===== config.mk =====
export PLATFORM = sky130hd
export DESIGN_NAME = operator_slot_scheduler
export DESIGN_NICKNAME = d
export VERILOG_FILES = /design/src/rtl/operator_slot_scheduler.sv
export SDC_FILE = /design/constraint.sdc
export NUM_CORES = 1
export LEC_CHECK = 0
export BUFFER_PORTS_ARGS = -buffer_cell sky130_fd_sc_hd__clkbuf_2
export CAP_MARGIN = 40
export CORE_ASPECT_RATIO = 0.8
export CORE_UTILIZATION = 58
export CTS_CLUSTER_DIAMETER = 30
export DETAILED_ROUTE_END_ITERATION = 8
export PLACE_DENSITY = 0.83
export SLEW_MARGIN = 10
export SYNTH_ARGS = -nofsm -noshare
export SYNTH_HDL_FRONTEND = slang
export SYNTH_SLANG_ARGS = --single-unit

===== constraint.sdc =====
create_clock -name clk -period 4.45 [get_ports clk]
set_input_delay 0.2225 -clock clk [delete_from_list [all_inputs] [get_ports clk]]
set_output_delay 0.2225 -clock clk [all_outputs]
set_load 0.02 [all_outputs]

===== src/rtl/operator_slot_scheduler.sv =====
// Sequences NUM_SLOTS operator slots through one shared operator pipeline per sample tick and sums carrier results into a saturated sample.
// Latency: the first slot issues 1 cycle after the tick; sample_valid comes 2 cycles after the last result is accepted.
// Backpressure: while op_ready is low, slot_addr and slot_issue hold; a tick that arrives mid-frame is dropped and flagged on overrun.
module operator_slot_scheduler #(
    parameter int NUM_SLOTS       = 36,
    parameter int SLOT_ADDR_WIDTH = $clog2(NUM_SLOTS),
    parameter int SAMPLE_WIDTH    = 16
) (
    input  logic                           clk,
    input  logic                           reset_n,
    input  logic                           sample_clk_en,
    output logic [SLOT_ADDR_WIDTH-1:0]     slot_addr,
    output logic                           slot_issue,
    input  logic                           op_ready,
    input  logic signed [SAMPLE_WIDTH-1:0] op_result,
    input  logic                           op_result_valid,
    input  logic                           op_result_carrier,
    output logic signed [SAMPLE_WIDTH-1:0] sample,
    output logic                           sample_valid,
    output logic                           busy,
    output logic                           overrun
);
    localparam int ACC_WIDTH  = SAMPLE_WIDTH + $clog2(NUM_SLOTS);
    localparam int RCNT_WIDTH = $clog2(NUM_SLOTS + 1);

    localparam logic [SLOT_ADDR_WIDTH-1:0]  LAST_SLOT   = SLOT_ADDR_WIDTH'(NUM_SLOTS - 1);
    localparam logic [RCNT_WIDTH-1:0]       LAST_RESULT = RCNT_WIDTH'(NUM_SLOTS - 1);
    localparam logic signed [ACC_WIDTH-1:0] SAT_MAX     = ACC_WIDTH'(2 ** (SAMPLE_WIDTH - 1) - 1);
    localparam logic signed [ACC_WIDTH-1:0] SAT_MIN     = ~SAT_MAX;

    typedef enum logic [1:0] {
        S_IDLE,
        S_ISSUE,
        S_DRAIN,
        S_OUTPUT
    } state_t;

    state_t                          state_q, state_d;
    logic [SLOT_ADDR_WIDTH-1:0]      issue_cnt_q, issue_cnt_d;
    logic [RCNT_WIDTH-1:0]           result_cnt_q, result_cnt_d;
    logic signed [ACC_WIDTH-1:0]     acc_q, acc_d;
    logic signed [SAMPLE_WIDTH-1:0]  sample_q, sample_d;
    logic                            sample_valid_q, sample_valid_d;
    logic                            slot_issue_q, slot_issue_d;
    logic                            busy_q, busy_d;
    logic                            overrun_q, overrun_d;

    logic                            accepting;
    logic [ACC_WIDTH-1:0]            result_ext;
    logic signed [SAMPLE_WIDTH-1:0]  sat_val;

    // Results overlap issue, so they are taken in both ISSUE and DRAIN.
    assign accepting  = (state_q == S_ISSUE) || (state_q == S_DRAIN);
    assign result_ext = {{(ACC_WIDTH - SAMPLE_WIDTH){op_result[SAMPLE_WIDTH-1]}}, op_result};

    always_comb begin
        sat_val = acc_q[SAMPLE_WIDTH-1:0];
        if (acc_q > SAT_MAX) begin
            sat_val = SAT_MAX[SAMPLE_WIDTH-1:0];
        end else if (acc_q < SAT_MIN) begin
            sat_val = SAT_MIN[SAMPLE_WIDTH-1:0];
        end
    end

    always_comb begin
        state_d        = state_q;
        issue_cnt_d    = issue_cnt_q;
        result_cnt_d   = result_cnt_q;
        acc_d          = acc_q;
        sample_d       = sample_q;
        sample_valid_d = 1'b0;
        overrun_d      = sample_clk_en && (state_q != S_IDLE);

        unique case (state_q)
            S_IDLE: begin
                if (sample_clk_en) begin
                    issue_cnt_d  = '0;
                    result_cnt_d = '0;
                    acc_d        = '0;
                    state_d      = S_ISSUE;
                end
            end
            S_ISSUE: begin
                if (op_ready) begin
                    if (issue_cnt_q == LAST_SLOT) begin
                        issue_cnt_d = '0;
                        state_d     = S_DRAIN;
                    end else begin
                        issue_cnt_d = issue_cnt_q + 1'b1;
                    end
                end
            end
            S_OUTPUT: begin
                sample_d       = sat_val;
                sample_valid_d = 1'b1;
                state_d        = S_IDLE;
            end
            default: begin
                state_d = state_q;
            end
        endcase

        // The final result both completes the count and lands in the sum on the same edge.
        if (accepting && op_result_valid) begin
            result_cnt_d = result_cnt_q + 1'b1;
            if (op_result_carrier) begin
                acc_d = acc_q + result_ext;
            end
            if (result_cnt_q == LAST_RESULT) begin
                state_d = S_OUTPUT;
            end
        end

        slot_issue_d = (state_d == S_ISSUE);
        busy_d       = (state_d != S_IDLE);
    end

    always_ff @(posedge clk or negedge reset_n) begin
        if (!reset_n) begin
            state_q        <= S_IDLE;
            issue_cnt_q    <= '0;
            result_cnt_q   <= '0;
            acc_q          <= '0;
            sample_q       <= '0;
            sample_valid_q <= 1'b0;
            slot_issue_q   <= 1'b0;
            busy_q         <= 1'b0;
            overrun_q      <= 1'b0;
        end else begin
            state_q        <= state_d;
            issue_cnt_q    <= issue_cnt_d;
            result_cnt_q   <= result_cnt_d;
            acc_q          <= acc_d;
            sample_q       <= sample_d;
            sample_valid_q <= sample_valid_d;
            slot_issue_q   <= slot_issue_d;
            busy_q         <= busy_d;
            overrun_q      <= overrun_d;
        end
    end

    assign slot_addr    = issue_cnt_q;
    assign slot_issue   = slot_issue_q;
    assign sample       = sample_q;
    assign sample_valid = sample_valid_q;
    assign busy         = busy_q;
    assign overrun      = overrun_q;

endmodule


# ---- Word level (Yosys, flattened, before mapping)
# Index checks and enable logic that the tools add are counted.
# Widths: inputs -> output; s select.
dict set report classes {
  reduce_logical 11
  magnitude_cmp 2
  add_sub_neg 3
  n_mux 19
  eq_ne 8
}
# cell n
set ops {}
lappend ops {{$mux 22} 4}
lappend ops {{$mux 16} 2}
lappend ops {{$mux 6} 5}
lappend ops {{$add 22x22->22} 1}
lappend ops {{$gt 22x16->1 const B} 1}
lappend ops {{$lt 22x16->1 const B} 1}
lappend ops {{$add 6x1->6 const B} 2}
lappend ops {{$eq 6x6->1 const B} 2}
lappend ops {{$pmux 6 s2} 1}
lappend ops {{$mux 2} 5}
lappend ops {{$reduce_bool 2->1} 5}
lappend ops {{$pmux 2 s3} 1}
lappend ops {{$eq 2x1->1 const B} 2}
lappend ops {{$eq 2x2->1 const B} 2}
lappend ops {{$ne 2x2->1 const B} 2}
lappend ops {{$reduce_and 3->1} 1}
lappend ops {{$logic_and 1x1->1} 2}
lappend ops {{$logic_not 2->1} 1}
lappend ops {{$reduce_and 2->1} 1}
lappend ops {{$logic_or 1x1->1} 1}
lappend ops {{$mux 1} 1}
dict set report word_totals {
  ff_bits 56
  in_bits 22
}

# ---- Logic depth before layout (Yosys ltp)
# Gate-level depths: netlist (run 1).
dict set report logic_depth {
  ltp_word 7
  ltp_mapped 9
  ltp_nobuf 9
}

# ---- Least setup slack after synthesis (run 1)
# Ideal clock, no wire load.
dict set report synth_path {
  path_kind {register to register}
  from {register acc_q[0]}
  to {register acc_q[8]}
  n_path_buf 0
  t_arrival_ns 2.093
  stages_incl_launch_ff 10
  t_required_ns 4.320
  synth_period_minus_slack_ns 2.223
  setup_slack_ns 2.227
  setup_ns 0.130
  path_cell_list {dfrtp_1 > ha_1 > fa_1 > a21o_1 > a21oi_2 > o21bai_1 > a211o_1 > a31oi_1 > xor2_1 > o21ai_1}
}
dict set report synth_between {
  elab_chain_len 3
}
# element line
set synth_lines {}
lappend synth_lines {{start: declaration} 41} ;# logic signed [ACC_WIDTH-1:0] acc_q, acc_d;
lappend synth_lines {{start signal: assignment} 123} ;# acc_q <= '0;
lappend synth_lines {{start signal: assignment} 133} ;# acc_q <= acc_d;
lappend synth_lines {{$add 22x22->22} 107} ;# acc_d = acc_q + result_ext;
lappend synth_lines {{$mux 22} 106} ;# if (op_result_carrier) begin
lappend synth_lines {{$mux 22} 104} ;# if (accepting && op_result_valid) begin
lappend synth_lines {{via acc_d[8]} 41}
# The timed path passes the listed nets, and every way through them passes these cells.
# A chain may end at the register's enable or synchronous reset.

# ---- Final worst setup path (run 1)
dict set report layout_path {
  from {register state_q[0]}
  to {register acc_q[21]}
}
dict set report layout_between {
  elab_chain_len 4
  word_cells_on_any_way 8
  classes_between {eq/ne: 2; mux: 3; reduce/logical: 3}
}
# element line
set layout_lines {}
lappend layout_lines {{start: declaration} 38} ;# state_t state_q, state_d;
lappend layout_lines {{start signal: assignment} 130} ;# state_q <= state_d;
lappend layout_lines {{$logic_not 2->1, or another cell as far along} 74} ;# unique case (state_q)
lappend layout_lines {{$mux 22 or $logic_or 1x1->1 (tied branches)} {74, 53}}
lappend layout_lines {{$mux 22 or $logic_and 1x1->1 (tied branches)} {106, 104}}
lappend layout_lines {{$mux 22 (*)} 104}
lappend layout_lines {{via acc_d[21]} 41}
# Mark *: on every way through the listed nets, which the timed path passes. The rest lies on a longest branch.

==> reports/qor.txt, run 1 <==
Avg WL per Cell: 15.33 um
layout overhead on the synthesized area: 10.47%
Compound-Gate Fraction of Synth Area: 21.67%
clock sink count: 56
Pre-antenna DRT Iters: 5
unique cell type count in the Yosys netlist: 55
fillers: 489
largest net degree at the start of global routing: 57
detailed-placement wirelength estimate: 5.873 mm
simple-gate portion of the synthesized area: 19.39%
dpl cell area: 3845 um2
WP data required: 4710 ps
hold buffers post-CTS: 0
f_max: 359.8 MHz
fin nets: 491
post-CTS setup buffers: 0
cts bufs inserted: 5
normalized max-slew margin: 43.50%
Worst Path Arrival: 3040 ps
Skew-Pair Late Insertion Delay: 330 ps
Pwr Density: 559.1 nW/um2
largest cells by area after synthesis: dfrtp_1 39%, ha_1 9.5%, o21ai_0 5.1%
register area share after synthesis: 39.34%
XOR/XNOR share of the synthesized area: 3.934%
clock root cell: clkbuf_8
fin crit share: 62.46%
Final Max Slew Viols: 0
critical path's largest stage delay: 750 ps
Yosys top cell by area: dfrtp_1
top-area cell type share of the netlist area: 39.34%
maxcap violations: 0
#FFs+latches synth: 56
# diodes: 0
number of H-tree levels: 2
vias per cell: 6.031
PortBufs: 47
Die Ht: 72.10 um
Worst setup SP type: flip-flop
Synth async-reset ratio: 100.0%
switching part of the total: 45.83%
post-synthesis adder-cell area fraction: 10.05%
Design Area, Final: 3935 um2
RSZ-0062 raised after global routing: false
x dimension of the die: 89.62 um
vias in the first global route: 2,801
reg2reg path depth: 6
met2 wire length: 3.665 mm
worst vdd ir: 0.2409 mV
Pint: 1192 uW
Synth Instances: 401
detailed-route DRC error count: 0
register area: 1401 um2
final hold violation count: 0
status: completed
main combinational cell family by area after synthesis: compound AO/OA/AOI/OAI gates
area taken by multi-input logic gates: 2002 um2
Psw: 1008 uW
Logic pwr share: 51.3%
I/O pins: 48
P_leak: 0.001865 uW
met1 wire length: 3.809 mm
Vias: 3,154
critical path type: reg -> reg
most frequent cells in the layout: 56 x dfrtp_1, 47 x clkbuf_2, 36 x o21ai_0
yosys warns: 0
Final ANT Viol Nets: 0
fin crit period: 2779 ps
Total Neg Setup Slack: 0 ps
Setup crit end kind: flip-flop
Clock power frac: 13.5%
max layer used: met4
initial cell density of the core: 60.25%
Tot GR Track Use: 26.80%
R2R Path End: acc_q[21]$_DFF_PN0_
Final Skew: 6.680 ps
Cell Rows: 25
commonest non-fill, non-tap cell in the layout: dfrtp_1
pre-CTS setup slack: 1764 ps
worst-path cell chain: inv_1, ha_1, nand3_2, or4_1, nand3_1, mux2i_1
Hold Path Class: in -> async
die area: 6461 um2
Worst R2R Start: state_q[0]$_DFF_PN0_
initial antenna violation count: 0
final worst slack: 1671 ps
post-CTS sizing: 0
main flop type after synthesis: dfrtp_1
Slowest-stage cell, CP: or4_1
first-pass GRT wire length: 13.21 mm
CTS Buffer Depth: 2
core area: 5912 um2
Mapped Avg Cell Area: 8.883 um2
total routed wirelength: 8.017 mm
DRT iter0 DRCs: 222
final setup fails: 0
TritonCTS clock tree: built
sequential power share: 35.2%
layout cells sized above 1: 17.65%
GRT overflow: 0
mapped cell area: 3562 um2
DR WL met3: 442 um
r2r setup slk: 1670 ps
Finished Core Util: 66.56%
clock edge transition at the registers on the reported setup and hold paths: 110 ps
worst slew pin tran: 845.4 ps
number of synthesized flops with an enable pin: 0
Final GP Congestion: 0.8885
Mapped Nets: 451
post-synthesis mux area share: 1.159%
Max FO, Critical Path: 46
## Yosys cell counts (3+ instances only)
cell type / instances
a21oi_2: 5
nand3_1: 32
o22ai_1: 15
nor2_1: 28
a31oi_1: 7
a21oi_1: 22
dfrtp_1: 56
nand2b_1: 3
a21o_1: 7
o31ai_1: 4
ha_1: 27
clkbuf_1: 11
nor3_1: 7
nor2b_1: 3
inv_1: 24
nand4_1: 10
and3_1: 8
o21ai_0: 36
o21ai_1: 5
buf_2: 3
or2_2: 3
nand2_1: 29
xnor2_1: 8
xor2_1: 8
mux2i_1: 3
## registers in the layout (all words and copies together) (netlist names)
| signal | flops |
|---|---|
| busy | 1 |
| slot_addr | 6 |
| overrun | 1 |
| sample_valid | 1 |
| acc_q | 22 |
| slot_issue | 1 |
| sample | 16 |
| result_cnt_q | 6 |
| state_q | 2 |
## critical path, delay by kind of cell, from the launching register on
kind          cells  cell delay, ps
fa+ha+maj         1             400
buf+inv           1             100
flops             1             460
mux               1             180
simple gates      3            1540
## through the flow
stage          instances  hold WS [ps]  power, uW
2_1_floorplan        401        -73.09       1620
3_3_place_gp         514         398.0       1838
3_5_place_dp         515         405.2       1895
4_1_cts              523         49.58       2189
5_1_grt              523         86.16       2383
6_report             523         13.15       2200
## worst max-delay path by stage
stage | startpoint | end | depth (start not counted)
after detailed placement | state_q[0]$_DFF_PN0_ | acc_q[21]$_DFF_PN0_ | 6
final | state_q[0]$_DFF_PN0_ | acc_q[21]$_DFF_PN0_ | 6
after floorplan | acc_q[0]$_DFF_PN0_ | acc_q[8]$_DFF_PN0_ | 9
after global routing | state_q[0]$_DFF_PN0_ | acc_q[21]$_DFF_PN0_ | 6
after CTS | state_q[0]$_DFF_PN0_ | acc_q[21]$_DFF_PN0_ | 6
after global placement | state_q[0]$_DFF_PN0_ | acc_q[21]$_DFF_PN0_ | 6
## kinds of logic (layout without fill, tap and decap cells)
group | Yosys count | count (layout)
flip-flops | 56 | 56
AND/OR/NAND/NOR | 135 | 135
multiplexers | 4 | 4
buffers and inverters | 40 | 81
AO/OA/AOI/OAI | 122 | 122
XOR/XNOR | 16 | 16
adder cells (fa/ha/maj) | 28 | 28
## power groups by stage
stage	clock network (uW)	logic, uW	registers, uW
floorplan	0	842	778
global placement	0	1070	772
detailed placement	0	1110	781
CTS	299	1120	771
global route	322	1270	795
finish	297	1130	774
## cell type report
class,count,area share [%]
multi-input combinational,305,50.87
sequential,56,35.61
timing repair buffer,49,6.359
tap,81,2.576
inverter,24,2.289
clock buffer,5,1.749
clock inverter,3,0.5405
## routing by layer
metal  GRT usage, %  vias to the layer above
li1               -                     1539
met1          39.22                     1504
met2          40.66                      100
met3          4.892                       11
met4          7.584                        0
met5              0                        -
Note: power is estimated with default switching activity, not from simulation.
==> run 2, diff against run 1 <==
Settings changed: CORE_UTILIZATION 58 to 52, PLACE_DENSITY 0.83 to 0.79.
Clock period 4.45 ns to 2.32 ns, I/O delays scaled along.
==> run 2 against run 1 <==
Via count down 0.60%. Sequential power rose by 93%. Total power up 100%. Non-clock buffer count rose by 11. Combinational power rose by 100%. Highest routed layer unchanged.
==> reports/qor.txt, run 2 (same netlist as run 1, synthesis figures left out) <==
Top reg by flops: acc_q
PortBufs: 47
Tot GR Track Use: 23.11%
RSZ-0062 raised after global routing: true
Worst Path Arrival: 2450 ps
DR WL met3: 393 um
Design Area, Final: 4101 um2
Skew-Pair Late Insertion Delay: 320 ps
Worst R2R Start: acc_q[0]$_DFF_PN0_
detailed-placement wirelength estimate: 5.978 mm
Worst setup SP type: flip-flop
P_leak: 0.001928 uW
Final Skew: 16.40 ps
largest net degree at the start of global routing: 46
Final ANT Viol Nets: 0
DRT iter0 DRCs: 190
number of H-tree levels: 2
initial antenna violation count: 0
x dimension of the die: 94.54 um
critical path type: reg -> reg
commonest non-fill, non-tap cell in the layout: dfrtp_1
met2 wire length: 3.595 mm
total routed wirelength: 8.094 mm
number of flip-flops under the largest register name: 22
cts bufs inserted: 5
Setup crit end kind: flip-flop
Hold Path Class: in -> reg
Final GP Congestion: 0.9501
worst slew pin tran: 649.6 ps
fin nets: 502
die area: 7188 um2
Final Max Slew Viols: 0
normalized max-slew margin: 56.40%
Pre-antenna DRT Iters: 5
fin crit period: 2258 ps
clock sink count: 56
final setup fails: 0
worst vdd ir: 0.4858 mV
layout overhead on the synthesized area: 15.14%
CP startpoint: acc_q[0]$_DFF_PN0_
Total Neg Setup Slack: 0 ps
most frequent cells in the layout: 56 x dfrtp_1, 47 x clkbuf_2, 35 x o21ai_0
status: completed
Vias: 3,135
TritonCTS clock tree: built
R2R Path End: acc_q[8]$_DFF_PN0_
reg2reg path depth: 9
Pwr Density: 1080 nW/um2
clock root cell: clkbuf_8
Cell Rows: 26
vias per cell: 5.838
Pwr Total: 4428 uW
fin crit share: 97.33%
Avg WL per Cell: 15.07 um
layout cells sized above 1: 20.53%
WP data required: 2510 ps
clock edge transition at the registers on the reported setup and hold paths: 110 ps
I/O pins: 48
vias in the first global route: 2,825
GRT overflow: 0
met1 wire length: 4.026 mm
f_max: 442.9 MHz
# diodes: 0
CTS Buffer Depth: 2
first-pass GRT wire length: 13.27 mm
initial cell density of the core: 54.75%
final hold violation count: 0
r2r setup slk: 60 ps
core area: 6506 um2
CP endpoint: acc_q[8]$_DFF_PN0_
maxcap violations: 0
detailed-route DRC error count: 0
Die Ht: 76.03 um
max layer used: met4
Max FO, Critical Path: 3
dpl cell area: 3921 um2
==> run 2: what timing repair did <==
action                                 4_1_cts  5_1_grt
hold buffers                                 1        0
pin swaps                                    2        8
setup endpoints to repair                    4        9
endpoints found under the hold margin       22        0
setup buffers                                1        1
resized for setup                            1        8
==> run 2: worst min-delay path by stage <==
stage	end	start	cells after the start
final	overrun$_DFF_PN0_	sample_clk_en	2
after global routing	overrun$_DFF_PN0_	sample_clk_en	2
after CTS	overrun$_DFF_PN0_	sample_clk_en	2
after detailed placement	acc_q[7]$_DFF_PN0_	reset_n	1
after global placement	acc_q[7]$_DFF_PN0_	reset_n	1
after floorplan	acc_q[0]$_DFF_PN0_	reset_n	0
==> run 2: layout make-up <==
cell class	instances	area, um2
fillers	581	2405
multi-input cells	305	2046
flip-flops and latches	56	1401
repair buffers	60	347.8
well taps	84	105.1
inverters	24	90.09
clock buffers	6	72.57
clock inverters	2	38.79
==> run 2: routing by layer <==
layer  vias up  track usage, %
met3         8           3.094
met4         0           6.364
met5         -               0
met1      1474           36.01
li1       1566               -
met2        87           33.41
==> run 2: report_power, final <==
part           switching [uW]  total (uW)  leakage [uW]  internal [uW]
logic                    1340        2280       0.00113            943
registers                 274        1490      0.000742           1220
clock network             327         653     0.0000558            327
==> run 2: worst max-delay path, cell delays in order, from the launching register on <==
cell and delay [ps]:
dfrtp_1 430, ha_4 180, fa_2 340, a21o_1 180, a21oi_2 170, o21bai_1 120
a211o_1 280, a31oi_2 200, xor2_1 170, o21ai_1 70
==> run 2: per-stage QoR <==
step / hold slack (ps) / std cells / worst slack, ps / utilization, %
final: 69.13 / 537 / 62.04 / 63.04
after floorplan: -179.6 / 401 / 96.80 / -
after global routing: 66.84 / 537 / -30.16 / 63.04
after CTS: 64.46 / 536 / 31.60 / 62.29
after global placement: 138.6 / 525 / 27.66 / 60.15
after detailed placement: 151.4 / 526 / -33.23 / 60.27
==> run 3, diff against run 2 <==
Settings changed: BUFFER_PORTS_ARGS -buffer_cell sky130_fd_sc_hd__clkbuf_2 to default, CORE_UTILIZATION 52 to 58, DONT_BUFFER_PORTS from default to 1.
==> run 3 against run 2 <==
Clock power is 1% higher. Flip-flop and latch count stayed put. Clock skew is 1.3 ps lower. Sequential power is 3% higher. First-iteration DRC count is 26% higher. Sequential share of layout area is 0.93 points higher. Highest routed layer unchanged.
==> reports/qor.txt, run 3 (same netlist as run 1, synthesis figures left out) <==
number of flip-flops under the largest register name: 22
Hold Path Class: in -> reg
total routed wirelength: 8.350 mm
detailed-placement wirelength estimate: 5.925 mm
die area: 6461 um2
fin crit share: 93.49%
TritonCTS clock tree: built
cts bufs inserted: 5
Tot GR Track Use: 26.65%
final hold violation count: 0
Final GP Congestion: 0.9267
I/O pins: 48
P_leak: 0.001789 uW
detailed-route DRC error count: 0
Pwr Density: 1128 nW/um2
GRT overflow: 0
Final Skew: 15.06 ps
vias in the first global route: 2,758
clock sink count: 56
normalized max-slew margin: 59.67%
Final Max Slew Viols: 0
HP Start: op_result_valid
layout overhead on the synthesized area: 12.08%
PortBufs: 0
fillers: 439
Vias: 3,083
Setup crit end kind: flip-flop
first-pass GRT wire length: 13.20 mm
clock edge transition at the registers on the reported setup and hold paths: 100 ps
r2r setup slk: 150 ps
worst vdd ir: 0.4603 mV
largest net degree at the start of global routing: 57
R2R Path End: acc_q[21]$_DFF_PN0_
fin nets: 466
Cell Rows: 25
maxcap violations: 0
Worst R2R Start: acc_q[1]$_DFF_PN0_
x dimension of the die: 89.62 um
worst slew pin tran: 600.9 ps
clock root cell: clkbuf_8
commonest non-fill, non-tap cell in the layout: dfrtp_1
Max FO, Critical Path: 4
DRT iter0 DRCs: 239
Total Neg Setup Slack: 0 ps
critical path's largest stage delay: 490 ps
initial antenna violation count: 0
Finished Core Util: 67.53%
WHS Path Cells: 2
WP data required: 2570 ps
Skew-Pair Late Insertion Delay: 320 ps
# diodes: 0
Die Ht: 72.10 um
RSZ-0062 raised after global routing: false
layout cells sized above 1: 13.91%
vias per cell: 6.191
CTS Buffer Depth: 2
reg2reg path depth: 8
fin crit period: 2169 ps
Worst setup SP type: flip-flop
f_max: 461.0 MHz
critical path type: reg -> reg
number of H-tree levels: 2
most frequent cells in the layout: 56 x dfrtp_1, 35 x o21ai_0, 31 x nand3_1
initial cell density of the core: 60.25%
status: completed
Hold EP: result_cnt_q[2]$_DFFE_PN0P_
final setup fails: 0
Top reg by flops: acc_q
worst-path cell chain: ha_1, a21o_1, nand4_1, a21oi_2, o21bai_1, or4_1, nand3_2, mux2i_1
core area: 5912 um2
Pre-antenna DRT Iters: 5
Worst Path Arrival: 2420 ps
Avg WL per Cell: 16.77 um
Final ANT Viol Nets: 0
Slowest-stage cell, CP: or4_1
run 3: changes by cell type in the layout (fill, tap and decap cells not counted), sizes merged:
cell / before / now
buf: 12 / 21
clkbuf: 53 / 6
dlygate4sd3: 1 / 3
run 3: power breakdown:
part | internal (uW) | leakage (uW) | total [uW] | switching [uW]
clock network | 327 | 0.0000558 | 661 | 334
logic | 999 | 0.000991 | 2320 | 1320
registers | 1220 | 0.000742 | 1530 | 310
total | 2540 | 0.00179 | 4510 | 1960
run 3: worst max path at each step:
| stage | from | endpoint | slack, ps | cells after the start |
|---|---|---|---|---|
| after global routing | acc_q[1]$_DFF_PN0_ | acc_q[21]$_DFF_PN0_ | 7 | 8 |
| final | acc_q[1]$_DFF_PN0_ | acc_q[21]$_DFF_PN0_ | 150 | 8 |
| after detailed placement | acc_q[0]$_DFF_PN0_ | acc_q[8]$_DFF_PN0_ | 10 | 9 |
| after CTS | acc_q[0]$_DFF_PN0_ | acc_q[8]$_DFF_PN0_ | 4 | 9 |
| after global placement | acc_q[0]$_DFF_PN0_ | acc_q[8]$_DFF_PN0_ | 50 | 9 |
| after floorplan | acc_q[0]$_DFF_PN0_ | acc_q[8]$_DFF_PN0_ | 100 | 9 |
run 3: area by class of cell:
type / count / area, um2 / share of cell area (%)
multi-input combinational: 305 / 2081 / 52.12
sequential: 56 / 1401 / 35.10
timing repair buffer: 24 / 207.7 / 5.202
tap: 81 / 101.3 / 2.538
inverter: 24 / 90.09 / 2.256
clock buffer: 6 / 72.57 / 1.818
clock inverter: 2 / 38.79 / 0.9715
run 3: per-stage QoR:
stage          hold slack [ps]  std cells  worst slack, ps  total power, uW  area (um2)
6_report                 15.12        498            151.0             4505        3993
5_1_grt                  21.52        498            7.182             4859        3993
4_1_cts                  1.217        494            3.825             4349        3884
3_5_place_dp            -178.5        482            14.85             3654        3715
3_3_place_gp            -178.5        481            45.58             3554        3707
2_1_floorplan           -179.6        401            96.80             3107        3562
run 3: worst max-delay path: cells and delay by family, from the launching register on:
kind / cells / cell delay (ps)
AND/OR/NAND/NOR: 3 / 710
AO/OA/AOI/OAI: 3 / 460
flip-flops: 1 / 440
adder cells (fa/ha/maj): 1 / 290
multiplexers: 1 / 180
run 3: timing repair:
item,in CTS,in global routing
resized for setup,0,17
endpoints found under the setup margin,0,9
hold endpoints to repair,59,0
buffers inserted,0,4
hold buffers,4,0
run 3: layer usage:
metal  track usage (%)  wire, um
met5                 0         0
met4             8.818       166
met3             5.006       597
met2             40.32      3799
met1             38.42      3786
